**config.mk**
```make
export PLATFORM = sky130hd
export DESIGN_NAME = sfx_arbiter
export DESIGN_NICKNAME = d
export VERILOG_FILES = /design/src/rtl/sfx_arbiter.sv
export SDC_FILE = /design/constraint.sdc
export NUM_CORES = 1
export LEC_CHECK = 0
export CELL_PAD_IN_SITES_DETAIL_PLACEMENT = 0
export CELL_PAD_IN_SITES_GLOBAL_PLACEMENT = 2
export CORE_MARGIN = 3
export CORE_UTILIZATION = 33
export DETAILED_ROUTE_END_ITERATION = 8
export DONT_BUFFER_PORTS = 1
export PLACE_DENSITY = 0.82
export SETUP_SLACK_MARGIN = 0.4
export SKIP_CTS_REPAIR_TIMING = 1
export SYNTH_ARGS = -nofsm -noshare
export SYNTH_HDL_FRONTEND = slang
export SYNTH_SLANG_ARGS = --single-unit
export TNS_END_PERCENT = 5
```
**constraint.sdc**
```tcl
create_clock -name clock -period 9.14 [get_ports clock]
set_input_delay 2.285 -clock clock [delete_from_list [all_inputs] [get_ports clock]]
set_output_delay 2.285 -clock clock [all_outputs]
set_load 0.01 [all_outputs]
```
**src/rtl/sfx_arbiter.sv**
```systemverilog
// sfx_arbiter
//   Shares the single 12-bit speaker sample path between NUM_REQ sound-effect
//   requesters. Requests are granted one at a time by fixed priority (index 0
//   highest), optionally preempting a lower-priority tone. Each granted tone is
//   a square wave paced by sample_tick, followed by a silent gap.
//
// Ports
//   clock            in   system clock
//   reset_n          in   asynchronous active-low reset
//   sample_tick      in   one-clock sample strobe, synchronous to clock
//   req              in   level requests, held until the matching grant pulse
//   req_half_period  in   8-bit half-period per requester, in samples
//   req_len          in   16-bit tone length per requester, in samples
//   mute             in   forces audio_out to 0, sequencing continues
//   grant            out  one-hot, one-clock acknowledge pulse
//   busy             out  high whenever the sequencer is not idle
//   active_id        out  index of the tone owning the speaker
//   audio_out        out  registered speaker sample
module sfx_arbiter #(
    parameter int unsigned NUM_REQ     = 4,
    parameter logic [11:0] AMPLITUDE   = 12'd2048,
    parameter int unsigned GAP_SAMPLES = 200,
    parameter bit          PREEMPT     = 1'b1
) (
    input  logic                    clock,
    input  logic                    reset_n,
    input  logic                    sample_tick,
    input  logic [NUM_REQ-1:0]      req,
    input  logic [8*NUM_REQ-1:0]    req_half_period,
    input  logic [16*NUM_REQ-1:0]   req_len,
    input  logic                    mute,
    output logic [NUM_REQ-1:0]      grant,
    output logic                    busy,
    output logic [1:0]              active_id,
    output logic [11:0]             audio_out
);

    typedef enum logic [1:0] {IDLE, PLAY, GAP} state_e;

    // A zero gap length still produces one silent sample.
    localparam logic [15:0] GAP_LOAD = (GAP_SAMPLES == 0) ? 16'd1 : 16'(GAP_SAMPLES);

    state_e               state_q;
    logic [NUM_REQ-1:0]   grant_q;
    logic                 busy_q;
    logic [1:0]           active_id_q;
    logic [11:0]          audio_q;
    logic [7:0]           period_q;
    logic [15:0]          len_cnt_q;
    logic [7:0]           phase_cnt_q;
    logic                 level_q;
    logic [15:0]          gap_cnt_q;
    // Unmuted value of the current sample; lets mute release restore the
    // tone on the next edge without waiting for a sample tick.
    logic                 raw_hi_q;

    logic                 win_valid;
    logic [1:0]           win_idx;
    logic [7:0]           win_period;
    logic [15:0]          win_len;
    logic [NUM_REQ-1:0]   grant_d;
    logic                 take_grant;
    logic                 phase_wrap;
    logic [7:0]           phase_d;
    logic                 level_d;
    logic                 sample_hi_d;

    // Lowest set request index wins.
    always_comb begin
        win_valid = 1'b0;
        win_idx   = '0;
        for (int unsigned i = NUM_REQ; i > 0; i--) begin
            if (req[i-1]) begin
                win_valid = 1'b1;
                win_idx   = 2'(i - 1);
            end
        end
        win_period       = req_half_period[8*win_idx +: 8];
        win_len          = req_len[16*win_idx +: 16];
        grant_d          = '0;
        grant_d[win_idx] = 1'b1;
    end

    // Grant from IDLE, or preempt a strictly lower-priority tone in PLAY.
    // Preemption wins over a coincident sample_tick, which is dropped.
    always_comb begin
        take_grant = win_valid &&
                     ((state_q == IDLE) ||
                      (PREEMPT && (state_q == PLAY) && (win_idx < active_id_q)));
    end

    always_comb begin
        phase_wrap  = (phase_cnt_q == (period_q - 8'd1));
        phase_d     = phase_wrap ? '0 : phase_cnt_q + 8'd1;
        level_d     = phase_wrap ? ~level_q : level_q;
        sample_hi_d = level_d && (period_q != 8'd0);
    end

    always_ff @(posedge clock or negedge reset_n) begin
        if (!reset_n) begin
            state_q     <= IDLE;
            grant_q     <= '0;
            busy_q      <= 1'b0;
            active_id_q <= '0;
            audio_q     <= '0;
            period_q    <= '0;
            len_cnt_q   <= '0;
            phase_cnt_q <= '0;
            level_q     <= 1'b0;
            gap_cnt_q   <= '0;
            raw_hi_q    <= 1'b0;
        end else begin
            grant_q <= '0;
            if (take_grant) begin
                state_q     <= PLAY;
                busy_q      <= 1'b1;
                grant_q     <= grant_d;
                active_id_q <= win_idx;
                period_q    <= win_period;
                len_cnt_q   <= win_len;
                phase_cnt_q <= '0;
                level_q     <= 1'b1;
                raw_hi_q    <= 1'b1;
                audio_q     <= mute ? '0 : AMPLITUDE;
            end else begin
                case (state_q)
                    IDLE: begin
                        audio_q <= '0;
                    end
                    PLAY: begin
                        if (sample_tick) begin
                            if (len_cnt_q <= 16'd1) begin
                                state_q   <= GAP;
                                gap_cnt_q <= GAP_LOAD;
                                raw_hi_q  <= 1'b0;
                                audio_q   <= '0;
                            end else begin
                                len_cnt_q   <= len_cnt_q - 16'd1;
                                phase_cnt_q <= phase_d;
                                level_q     <= level_d;
                                raw_hi_q    <= sample_hi_d;
                                audio_q     <= (sample_hi_d && !mute) ? AMPLITUDE : '0;
                            end
                        end else begin
                            audio_q <= (raw_hi_q && !mute) ? AMPLITUDE : '0;
                        end
                    end
                    GAP: begin
                        audio_q <= '0;
                        if (sample_tick) begin
                            if (gap_cnt_q <= 16'd1) begin
                                state_q <= IDLE;
                                busy_q  <= 1'b0;
                            end else begin
                                gap_cnt_q <= gap_cnt_q - 16'd1;
                            end
                        end
                    end
                    default: begin
                        state_q <= IDLE;
                        busy_q  <= 1'b0;
                        audio_q <= '0;
                    end
                endcase
            end
        end
    end

    assign grant     = grant_q;
    assign busy      = busy_q;
    assign active_id = active_id_q;
    assign audio_out = audio_q;

endmodule

```
==> run_results.csv <==
group,metric,value,unit
run,max_cap_violations,0,
global_routing,grt_start_max_net_pins,61,
pwr,power.share.switching,40.5,%
drt,detail-route-antenna-nets,0,
placed_design,placedInstanceArea,4400,µm²
synth,netlist_top_cells_area,"dfrtp_1 (35%), nand2_1 (7.5%), mux2i_1 (5.1%)",
synth,postSynth.topFlopCell,"dfrtp_1",
synth,count_of_yosys_warnings_during_synthesis,0,
drt,vias,3878,
pwr,power_density,277,nW/µm²
pwr,p_leak,2.05,nW
global_routing,grt_antenna_before_repair,0,
placed_design,port-buffer-count,0,
synth,synth.top_cells.by_count,"nand2_1 (85), dfrtp_1 (60), a21oi_1 (33)",
sta,timing.final.setup_violations,0,
worst_setup_path,rr_worst_depth,6,
sta,timing.final.crit_share,62.7,%
placed_design,post-dp-hpwl,8970,µm
drt,drtIter0Drc,190,
worst_setup_path,critical_path.cell_chain,"o21ai_1, inv_1, ha_1, nand2_1, a221oi_1, nor3_2, buf_4, or4_4, o21ai_0, or3b_2",
synth,most_common_cell_in_the_synthesized_netlist,"nand2_1",
layout,drive_above_1_share,7.46,%
sta,hold_viol,0,
synth,ys_async_sr_fraction,100,%
drt,firstDrtPassIters,4,
worst_setup_path,critical_path_peak_fanout,19,
global_routing,grt_overflow,0,
global_routing,total_routing_resource_utilization_after_global_routing,17.2,%
drt,avgViaCountPerCell,5.61,
worst_setup_path,worstPathRequired,9.35,ns
worst_setup_path,path_class,"in -> reg",
global_routing,grt_first_pass_wirelength,19900,µm
synth,netlist-cell-type-count,66,
worst_setup_path,timing.critical_path.to_type,"flop",
drt,drt-wirelength-per-cell,17.5,µm
synth,synth_area_leader_cell,"dfrtp_1",
synth,synth_edf_count,0,
die,io-pin-count,123,
clocking,clk_path_buf_depth,2,
layout,nets,630,
synth,netlist_instances,527,
worst_setup_path,timing.critical_path.buf_inv,2,
synth,average_cell_area_after_synthesis,8.12,µm²
sta,timing.clock.skew,0.00667,ns
clocking,cts-root-buf,"clkbuf_16",
layout,antenna_cells,0,
worst_setup_path,r2r_end,"len_cnt_q[6]",
sta,timing.fmax,174,MHz
drt,route.detailed.drc,0,
pwr,internal_cell_power,0.776,mW
die,dieArea,14400,µm²
global_routing,grt_pass1_vias,3973,
min_path,min_to,"raw_hi_q",
pwr,clock_power_share,26.6,%
clocking,tritoncts,"done",
die,rows,40,
worst_setup_path,crit_path_top_delay_cell,"or4_4",
worst_setup_path,critPathTopFamily,"compound AO/OA/AOI/OAI gates",
clocking,clk-insertion-delay-late,0.33,ns
worst_setup_path,endpoint_arrival_time_on_the_critical_path,5.94,ns
die,core_region_area,12400,µm²
sta,grt_setup_unrepaired,"no",
sta,timing.max_slew.rel_slack,29.7,%
run_status,status,"finished, final reports clean",
die,die_width,120,µm
worst_setup_path,critical_path.startpoint_type,"input port",
worst_setup_path,crit_path_max_incr_delay,0.63,ns
min_path,hold_path_startpoint,"raw_hi_q",
drt,route.final.wire_length,12100,µm
clocking,cts.reportedPaths.clkPinSlew,0.06,ns
worst_setup_path,rrSetupSlack,5.83,ns
synth,top_area_cell_type_share_of_the_netlist_area,35.1,%
sta,timing_worst_slew_pin_value,1.05,ns
pwr,ir_drop,0.102,mV
worst_setup_path,critical_path.reg2reg.startpoint,"len_cnt_q[12]",
min_path,hold-path-cell-count,1,
die,initial_utilization,34.6,%
synth,synth_seq_cells,60,
layout,final_design_area_no_fill,4700,µm²
placed_design,routabilityCongestion,0.812,
synth,synth.yosys.seq_area_share,35.1,%
sta,timing_max_transition_violations_final,0,
synth,synth.cell_area,4280,µm²
sta,final.setup.tns,0,ns
pwr,p_comb_share,40.0,%
clocking,htree_levels,3,
min_path,hp-class,"reg -> reg",
clocking,cts_made_buffers,9,
pwr,seq_power_share,33.5,%
clocking,clock-sinks,60,
pwr,p_switching,0.528,mW
die,die_h,120,µm
sta,period_minus_slack,5.73,ns
layout,area_delta_synth_final,9.82,%
layer usage:
layer	part of all wire, %	vias up	global-route usage, %	routed length [µm]
met5	0	-	0	0
met4	1.0	0	5.65	121
met3	4.1	9	3.20	492
met2	49	101	29.0	5900
met1	46	1883	22.2	5600
li1	-	1885	-	-
worst register-to-register path, cell delays in order, from the launching register on:
cell	delay, ns
dfrtp_1	0.44
or4_4	0.59
or4_4	0.55
o21ai_1	0.83
nand2_1	0.42
o21a_1	0.21
o22a_1	0.16
worst max path at each step:
| stage | depth (start not counted) | endpoint | slack (ns) | from |
|---|---|---|---|---|
| 3_5_place_dp | 10 | gap_cnt_q[7] | 3.05 | req[2] |
| 6_report | 10 | gap_cnt_q[7] | 3.41 | req[2] |
| 4_1_cts | 10 | gap_cnt_q[7] | 3.38 | req[2] |
| 2_1_floorplan | 13 | gap_cnt_q[7] | 3.67 | req[1] |
| 5_1_grt | 10 | gap_cnt_q[7] | 3.15 | req[2] |
| 3_3_place_gp | 10 | gap_cnt_q[7] | 3.18 | req[2] |
state kept, by name, indices dropped and copies added, names as in the netlist:
name and cells:
active_id 2, audio_out 1, busy 1, gap_cnt_q 16, grant 4, len_cnt_q 16, level_q 1, period_q 8
phase_cnt_q 8, raw_hi_q 1, state_q 2
cell usage in the layout (no fill, tap or decap), types with 3 or more instances in the layout:
cell type	instances
a211oi_1	3
o21ai_0	27
or4_4	3
xor2_1	7
dfrtp_1	60
a31oi_1	8
nand2b_1	7
nor2b_1	3
o221ai_1	5
nand3_1	31
a211o_1	4
nor4_1	16
buf_4	7
xnor2_1	11
ha_1	8
nor2_1	28
a21oi_1	33
nor3_1	17
or3_1	11
o21a_1	4
clkbuf_16	9
o31ai_1	5
inv_1	19
or2_2	4
or4_1	6
a22o_1	3
mux2i_1	22
and3_1	9
conb_1	11
o22ai_1	5
nand2_1	85
cell families after synthesis:
family	count (synthesis)	share of synthesized area [%]
and+or+nand+nor	237	27.8
AOI/OAI and AO/OA	124	19.2
DFF	60	35.1
buffers and inverters	56	6.17
muxes	23	5.67
xor gates and xnor gates	18	3.68
adders and majority gates	8	2.34
other	1	0.0876
power by group through the flow:
stage | Clock, mW | Combinational [mW] | Sequential (mW)
after floorplan | 0 | 0.412 | 0.410
after CTS | 0.352 | 0.527 | 0.436
final | 0.346 | 0.521 | 0.436
after detailed placement | 0 | 0.523 | 0.440
after global placement | 0 | 0.515 | 0.439
after global routing | 0.364 | 0.591 | 0.449
per-stage QoR:
step	utilization [%]	setup WS [ns]	std cells	power, mW	hold slack, ns
finish	38.0	3.41	691	1.30	0.505
detailed placement	35.6	3.05	675	0.963	0.496
floorplan	-	3.67	537	0.822	0.460
CTS	38.0	3.38	691	1.31	0.507
global placement	35.6	3.18	675	0.954	0.475
global route	38.0	3.15	691	1.40	0.543
layout make-up:
class,instances,area (µm²)
inverters,19,71.3
well taps,168,210
fillers,1293,7660
multi-input cells,421,2560
clock buffers,12,256
clock inverters,4,47.5
repair buffers,7,52.6
flip-flops and latches,60,1500
Power figures use the tool's default switching activity.
